**config.mk**
```make
export PLATFORM = sky130hd
export DESIGN_NAME = uart_rx
export DESIGN_NICKNAME = d
export VERILOG_FILES = /design/src/rtl/uart_pkg.sv /design/src/rtl/sync_2ff.sv /design/src/rtl/uart_rx.sv
export SDC_FILE = /design/constraint.sdc
export NUM_CORES = 1
export LEC_CHECK = 0
export BUFFER_PORTS_ARGS = -buffer_cell sky130_fd_sc_hd__buf_4
export CORE_MARGIN = 2
export CORE_UTILIZATION = 40
export CTS_BUF_LIST = sky130_fd_sc_hd__clkbuf_4 sky130_fd_sc_hd__clkbuf_8
export DETAILED_ROUTE_END_ITERATION = 16
export MAX_ROUTING_LAYER = met4
export PLACE_DENSITY = 0.62
export SLEW_MARGIN = 20
export SYNTH_ARGS = -nofsm -noshare
export SYNTH_HDL_FRONTEND = slang
export SYNTH_HIERARCHICAL = 1
export SYNTH_SLANG_ARGS = --single-unit
```
**constraint.sdc**
```tcl
create_clock -name clk -period 5.9 [get_ports clk]
set_input_delay 0.59 -clock clk [delete_from_list [all_inputs] [get_ports clk]]
set_output_delay 0.59 -clock clk [all_outputs]
set_load 0.05 [all_outputs]
```
**src/rtl/uart_pkg.sv**
```systemverilog
// Shared UART definitions: receiver state encoding and default bit timing.
`timescale 1ns/1ps
package uart_pkg;

    // 100 MHz system clock / 115200 baud
    localparam int CLKS_PER_BIT_DEF = 868;

    typedef enum logic [2:0] {
        IDLE      = 3'd0,
        START     = 3'd1,
        DATA      = 3'd2,
        STOP      = 3'd3,
        WAIT_HIGH = 3'd4
    } rx_state_e;

endpackage

```
**src/rtl/sync_2ff.sv**
```systemverilog
// Two-flop synchronizer for a single asynchronous input bit.
`timescale 1ns/1ps
module sync_2ff #(
    parameter logic RST_VAL = 1'b0
) (
    input  logic clk,
    input  logic reset,
    input  logic d,
    output logic q
);

    logic meta;

    // Both stages reset to RST_VAL so the output is defined before the line settles
    always_ff @(posedge clk or posedge reset) begin
        if (reset) begin
            meta <= RST_VAL;
            q    <= RST_VAL;
        end else begin
            meta <= d;
            q    <= meta;
        end
    end

endmodule

```
**src/rtl/uart_rx.sv**
```systemverilog
// 8N1 UART receiver: start-edge detect, mid-bit sampling, one-cycle
// rx_valid / frame_err pulses. Returns to IDLE at mid stop bit so a start
// edge half a bit later is still caught.
`timescale 1ns/1ps
module uart_rx
    import uart_pkg::*;
#(
    parameter int CLKS_PER_BIT = CLKS_PER_BIT_DEF
) (
    input  logic       clk,
    input  logic       reset,
    input  logic       rx,
    output logic [7:0] rx_data,
    output logic       rx_valid,
    output logic       frame_err
);

    localparam int             CW       = $clog2(CLKS_PER_BIT);
    localparam logic [CW-1:0]  HALF_END = CW'(CLKS_PER_BIT / 2 - 1);
    localparam logic [CW-1:0]  BIT_END  = CW'(CLKS_PER_BIT - 1);

    logic            rx_s;
    logic            rx_prev;
    rx_state_e       state, state_n;
    logic [CW-1:0]   cnt, cnt_n;
    logic [2:0]      bit_idx, bit_idx_n;
    logic [7:0]      shreg, shreg_n;
    logic [7:0]      rx_data_n;
    logic            rx_valid_n, frame_err_n;

    // Idle line is high, so the synchronizer resets to 1
    sync_2ff #(.RST_VAL(1'b1)) u_sync (
        .clk   (clk),
        .reset (reset),
        .d     (rx),
        .q     (rx_s)
    );

    // State, counters, shift register and registered output pulses
    always_ff @(posedge clk or posedge reset) begin
        if (reset) begin
            state     <= IDLE;
            cnt       <= '0;
            bit_idx   <= '0;
            shreg     <= '0;
            rx_prev   <= 1'b1;
            rx_data   <= '0;
            rx_valid  <= 1'b0;
            frame_err <= 1'b0;
        end else begin
            state     <= state_n;
            cnt       <= cnt_n;
            bit_idx   <= bit_idx_n;
            shreg     <= shreg_n;
            rx_prev   <= rx_s;
            rx_data   <= rx_data_n;
            rx_valid  <= rx_valid_n;
            frame_err <= frame_err_n;
        end
    end

    // Next-state logic; the counter only runs in timed states and is cleared on every transition
    always_comb begin
        state_n     = state;
        cnt_n       = cnt;
        bit_idx_n   = bit_idx;
        shreg_n     = shreg;
        rx_data_n   = rx_data;
        rx_valid_n  = 1'b0;
        frame_err_n = 1'b0;

        case (state)
            IDLE: begin
                cnt_n = '0;
                if (rx_prev && !rx_s)
                    state_n = START;
            end

            START: begin
                if (cnt == HALF_END) begin
                    cnt_n = '0;
                    if (!rx_s) begin
                        bit_idx_n = '0;
                        state_n   = DATA;
                    end else begin
                        state_n   = IDLE;   // too short to be a start bit
                    end
                end else begin
                    cnt_n = cnt + 1'b1;
                end
            end

            DATA: begin
                if (cnt == BIT_END) begin
                    cnt_n            = '0;
                    shreg_n[bit_idx] = rx_s;
                    bit_idx_n        = bit_idx + 3'd1;
                    if (bit_idx == 3'd7)
                        state_n = STOP;
                end else begin
                    cnt_n = cnt + 1'b1;
                end
            end

            STOP: begin
                if (cnt == BIT_END) begin
                    cnt_n = '0;
                    if (rx_s) begin
                        rx_data_n  = shreg;
                        rx_valid_n = 1'b1;
                        state_n    = IDLE;
                    end else begin
                        frame_err_n = 1'b1;
                        state_n     = WAIT_HIGH;
                    end
                end else begin
                    cnt_n = cnt + 1'b1;
                end
            end

            WAIT_HIGH: begin
                // a held-low line (break) stays here, giving one frame_err only
                cnt_n = '0;
                if (rx_s)
                    state_n = IDLE;
            end

            default: begin
                cnt_n   = '0;
                state_n = IDLE;
            end
        endcase
    end

endmodule

```
==> impl_results.md, run 1 <==
* Critical path type: register to register
* Post-layout min period at 2161 ps
* Int Power at 0.4000 mW
* Die ar. at slightly above 0.005 mm^2
* RSZ-0062 raised after global routing: no
* Setup bufs post-CTS at 0
* Die H at about 70 um
* Register area share after synthesis at 51.67%
* GP Congestion at around 0.84
* Synth area leader: dfrtp_1
* Initial antenna violation count at 0
* Post-synth top area share at 47.29%
* Wirelength per Cell at 13.18 um
* H-tree levels at 2
* Crit-path max FO at 9
* Die W at 71.07 um
* Main synth FF type: dfrtp_1
* Clk buf depth at 2
* PortBufs at 12
* Register area at 929.6 um^2
* Psw at ~0.15 mW
* Yosys Warn Count at 6
* # Max-Cap Violations at 0
* Clock transition at path regs at 70 ps
* Power density cells at 276.8 mW/mm^2
* Fillers at between 300 and 400
* Largest net degree at the start of global routing at 36
* Switching Share at 27.62%
* Worst setup EP type: register
* Ant. Diodes at 0
* Gate Count Post-Synth at roughly 150
* DP Wirelength at 2014 um
* P_leak at 0.9646 nW
* EDFF count, synth at 0
* Slew HR at 68.09%
* DRT antenna net count at 0
* Critical path arrival at between 2000 and 2500 ps
* Cts bufs inserted at 5
* Post-synthesis sequential element count at 37
* Fmax at ~460 MHz
* Vias in the first global route at 1,152
* Via count at 1,110
* CTS tree: done
* Post-CTS Hold Fix Bufs at 0
* Reg power frac at 54.9%
* First-pass GRT wire length at 5023 um
* Commonest cells after routing, fill and taps aside: dfrtp_1, nor2_1, buf_4
* Combinational share of power at a little over an eighth
* CTS Sinks at 37
* Vias per cell at ~5.1
* Final Setup Violations at 0
* Gr usage total at 13.44%
* Fin. Hold Viols at 0
* DR DRC count at 0
* Startpoint types: register
* Max-slew violation count at 0
* Cts repair resizes at 0
* Worst-Margin Slew at 472.2 ps
* Top cells by area, synth: dfrtp_1, mux2_2, dfstp_2
* Core box area at between 0.004 and 0.005 mm^2
* Area grow syn2layout at 10.99%
* Setup Skew at 6.153 ps
* Clk_lat worst skew at 280 ps
* Dpl cells at 209
* Total gr overflow at 0
* Power after layout at roughly 0.55 mW
* Nets at between 150 and 200
* Initial drt markers at 46
* Root Buffer: clkbuf_8
* Placed Instance Area at 0.001908 mm^2
* Initial Utilization at 41.32%
* Most common cell after layout, fill and taps aside: dfrtp_1
* Clk pwr share at 31.6%
* Area of the multi-input gates at 785.8 um^2
* Post-route cell area at 0.001997 mm^2
* Drt pass-1 iters at 4
* Max VDD drop at 139.9 uV
* Fin crit share at 36.63%
* # rows at 24
* Cell Count, Final, Fillers Out at 217
* Final TNS setup at 0 ps
* I/O pin count at 13
* CP Data Required Time at between 6000 and 7000 ps
* Status: completed
* Yosys cell types at 46
* Mapped Area at 0.001799 mm^2
* Routed WL at 2859 um
* Layout cells sized above 1 at between 30% and 40%
* Post-Syn Nets at 158
* Mean post-synth cell area at 11.92 um^2
* Ys async rst share at 100.0%
* Worst Hold Class: primary input to asynchronous set/reset pin
## worst paths after layout
| check | endpoint | from | slack [ps] | cells past startpoint |
|---|---|---|---|---|
| max in group asynchronous | rx_prev$_DFF_PP1_ | reset | 5150 | 3 |
| worst min-delay path | u_sync/meta$_DFF_PP1_ | reset | 330 | 2 |
| worst min register to register | u_sync/q$_DFF_PP1_ | u_sync/meta$_DFF_PP1_ | 360 | 0 |
| min in group clk | u_sync/q$_DFF_PP1_ | u_sync/meta$_DFF_PP1_ | 360 | 0 |
| worst max register to register | rx_data[1]$_DFFE_PP0P_ | cnt[0]$_DFF_PP0_ | 3740 | 6 |
| worst max-delay path | rx_data[1]$_DFFE_PP0P_ | cnt[0]$_DFF_PP0_ | 3740 | 6 |
## logic make-up (layout without fill, tap and decap cells)
logic type / after synthesis / in the layout / synth area share [%]
adder cells (fa/ha/maj): 4 / 4 / 2.782
flip-flops: 37 / 37 / 51.67
buffers and inverters: 15 / 29 / 4.659
AO/OA/AOI/OAI: 15 / 15 / 6.120
multiplexers: 19 / 19 / 12.38
AND/OR/NAND/NOR: 53 / 53 / 18.50
XOR/XNOR: 8 / 8 / 3.894
## worst max-delay path: stages, from the launching register on
cell and delay, ps:
dfrtp_1 410, ha_1 270, nand4bb_2 180, or2_1 300, nor3_1 210, nand2_1 300, mux2_2 370
## final cells by class
cell class                 count  area share [%]
clock inverter                 1          0.2506
sequential                    37           46.55
inverter                       8           1.504
tap                           52           3.258
multi-input combinational     99           39.35
clock buffer                   7           4.198
timing repair buffer          13           4.887
## layer usage
layer	track usage [%]	wire length, um	vias to the layer above
met4	6.918	35	0
met3	3.561	88	4
met1	14.17	1286	539
li1	-	-	553
met2	23.05	1448	14
met5	-	0	-
## per-stage QoR
stage                     setup slack (ps)  hold WS, ps  util [%]
after floorplan                       3903        345.2         -
after global placement                3792        347.9     43.82
after detailed placement              3736        351.4     43.82
after CTS                             3731        328.6     45.86
after global routing                  3549        320.3     45.86
final                                 3739        332.3     45.86
## cell usage after synthesis, types with 2 or more instances
| library cell | instances |
|---|---|
| nor4_1 | 2 |
| a21oi_1 | 3 |
| clkbuf_1 | 2 |
| inv_1 | 8 |
| nor3b_2 | 2 |
| mux2i_1 | 2 |
| nand3_1 | 8 |
| nor3_1 | 4 |
| mux2_4 | 3 |
| nand2_1 | 5 |
| dfstp_2 | 3 |
| a22o_2 | 2 |
| buf_4 | 2 |
| or3b_2 | 2 |
| nor2_1 | 15 |
| nand3b_1 | 3 |
| ha_1 | 4 |
| mux2_1 | 2 |
| xnor2_1 | 6 |
| o21ai_0 | 2 |
| dfrtp_1 | 34 |
| xor2_1 | 2 |
| mux2_2 | 12 |
## flip-flops by register name (all words and copies together) (netlist names)
| signal | count |
|---|---|
| rx_valid | 1 |
| state | 3 |
| rx_prev | 1 |
| bit_idx | 3 |
| rx_data | 8 |
| frame_err | 1 |
| u_sync/q | 1 |
| shreg | 8 |
| u_sync/meta | 1 |
| cnt | 10 |
## power groups by stage
| stage | logic, mW | clock network (mW) | registers, mW |
|---|---|---|---|
| 5_1_grt | 0.0864 | 0.199 | 0.309 |
| 2_1_floorplan | 0.0768 | 0 | 0.296 |
| 3_5_place_dp | 0.0767 | 0 | 0.308 |
| 4_1_cts | 0.0769 | 0.183 | 0.303 |
| 6_report | 0.0748 | 0.175 | 0.303 |
| 3_3_place_gp | 0.0743 | 0 | 0.306 |
(Power assumes the default switching activity.)
==> run 2: changes to the inputs <==
Clock period 5.9 ns to 2 ns, I/O delays scaled along.
==> impl_results.md, run 2 (synthesized netlist as in run 1, its figures left out) <==
* Max reg flops at 10 (unchanged)
* Largest net degree at the start of global routing at 36 (unchanged)
* Post-layout min period at 1967 ps (-194.4 ps)
* CTS tree: done
* Power density cells at 838.1 mW/mm^2 (+200%)
* Die H at 71.07 um (unchanged)
* Core box area at 0.004354 mm^2 (unchanged)
* H-tree levels at 2 (unchanged)
* CP peak stage delay at 430 ps (+20 ps)
* Max VDD drop at 467.5 uV (+230%)
* RSZ-0062 raised after global routing: yes
* DR DRC count at 0 (unchanged)
* Crit-path max FO at 4 (-5)
* # Max-Cap Violations at 0 (unchanged)
* Initial Utilization at 41.32% (unchanged)
* Wirelength per Cell at 14.52 um (+10%)
* DRT antenna net count at 0 (unchanged)
* First-pass GRT wire length at 5775 um (+15%)
* Die W at 71.07 um (unchanged)
* Critical path arrival at 2140 ps (-190 ps)
* Worst setup EP type: register
* Layout cells sized above 1 at 42.16% (+11 points)
* Total gr overflow at 0 (unchanged)
* Routed WL at 3442 um (+20%)
* Startpoint types: register
* Clk_lat worst skew at 290 ps (about the same)
* Initial antenna violation count at 0 (unchanged)
* Setup Skew at 6.045 ps (-0.1082 ps)
* Cts bufs inserted at 5 (unchanged)
* Drt pass-1 iters at 4 (unchanged)
* CP Data Required Time at 2180 ps (-3890 ps)
* Crit path buffers/inverters at 0 (unchanged)
* GP Congestion at 0.9299 (+10%)
* Clock transition at path regs at 70 ps (about the same)
* # rows at 24 (unchanged)
* Final Setup Violations at 0 (unchanged)
* Power after layout at 1.870 mW (+240%)
* DP Wirelength at 2371 um (+18%)
* Via count at 1,245 (+12%)
* Nets at 191 (+12%)
* Vias in the first global route at 1,281 (+11%)
* Worst Hold Class: primary input to register
* CTS Sinks at 37 (unchanged)
* Die ar. at 0.005050 mm^2 (unchanged)
* Area grow syn2layout at 23.99%
* Worst path slowest cell: or3b_4
* Clk buf depth at 2 (unchanged)
* Root Buffer: clkbuf_8
* Crit-path cells: or3b_4, nor4_4, nand2b_2, nor3b_2, mux2_4
* Top flop regs: cnt x10, rx_data x8, shreg x8
* Vias per cell at 5.253 (+2.7%)
* Gr usage total at 15.15% (+1.7 points)
* Critical path type: register to register
* Fin crit share at 98.34% (+62 points)
* Max-slew violation count at 0 (unchanged)
* Status: completed
* Ant. Diodes at 0 (unchanged)
* Fillers at 378 (-4.5%)
* PortBufs at 12 (unchanged)
* Slew HR at 70.77% (+2.7 points)
* CP top delay family: simple AND/OR/NAND/NOR gates
* Most common cell after layout, fill and taps aside: dfrtp_1
* Initial drt markers at 50 (+8.7%)
* Biggest register: cnt
* Commonest cells after routing, fill and taps aside: dfrtp_1, buf_4, nor2_1
* Fmax at 508.5 MHz (+9.9%)
* Post-layout util at 51.24% (+5.4 points)
* P_leak at 1.095 nW (+14%)
* Fin. Hold Viols at 0 (unchanged)
* I/O pin count at 13 (unchanged)
* Worst-Margin Slew at 438.5 ps (-33.70 ps)
run 2: cell count changes in the layout (fill, tap and decap cells not counted), moves of 2 or more:
cell / delta
buf_4: +18
clkbuf_4: -2
mux2_2: -2
mux2_4: +2
nand2_2: +2
nor3_1: -2
run 2: layout make-up:
type	count	area, um^2	share of cell area (%)
clock buffers	6	82.58	3.702
clock inverters	2	37.54	1.683
inverters	8	30.03	1.346
multi-input cells	100	842.1	37.75
flip-flops and latches	37	930.9	41.73
well taps	52	65.06	2.916
repair buffers	32	242.7	10.88
run 2: path summary, 6_finish.rpt:
kind,startpoint,endpoint,slack (ps),cells after the start
worst max-delay path,state[2]$_DFFE_PP0P_,shreg[4]$_DFFE_PP0P_,30,5
worst min-delay path,rx,u_sync/meta$_DFF_PP1_,20,1
worst max register to register,state[2]$_DFFE_PP0P_,shreg[4]$_DFFE_PP0P_,30,5
worst min register to register,u_sync/meta$_DFF_PP1_,u_sync/q$_DFF_PP1_,360,0
max in group asynchronous,reset,rx_prev$_DFF_PP1_,1080,4
min in group asynchronous,reset,u_sync/meta$_DFF_PP1_,500,3
run 2: where the power goes:
group / switching, mW / internal [mW] / total (mW)
clock: 0.263 / 0.405 / 0.669
sequential: 0.0482 / 0.810 / 0.858
combinational: 0.190 / 0.153 / 0.343
run 2: stage by stage:
step / worst slack [ps] / area [um^2] / TNS (ps) / cells / hold slack, ps
floorplan: 2.538 / 1799 / 0 / 151 / 111.5
global placement: 14.58 / 2028 / 0 / 225 / 240.8
detailed placement: -94.45 / 2028 / -675.3 / 225 / 246.5
CTS: -6.924 / 2161 / -10.27 / 234 / 15.21
global route: -71.12 / 2231 / -405.5 / 237 / 6.940
finish: 33.24 / 2231 / 0 / 237 / 21.40
run 2: layer usage:
metal | up-vias | GRT usage [%] | wire [um]
met3 | 4 | 3.846 | 101
met5 | - | - | 0
met2 | 21 | 26.38 | 1821
li1 | 593 | - | -
met1 | 627 | 16.48 | 1478
met4 | 0 | 6.080 | 41
run 2: what timing repair did:
item	CTS	global route
setup buffers	0	2
hold buffers	1	0
pin swaps	0	5
gates resized for setup	1	12
setup endpoints to repair	9	30
endpoints found under the hold margin	2	0
cloned	0	1
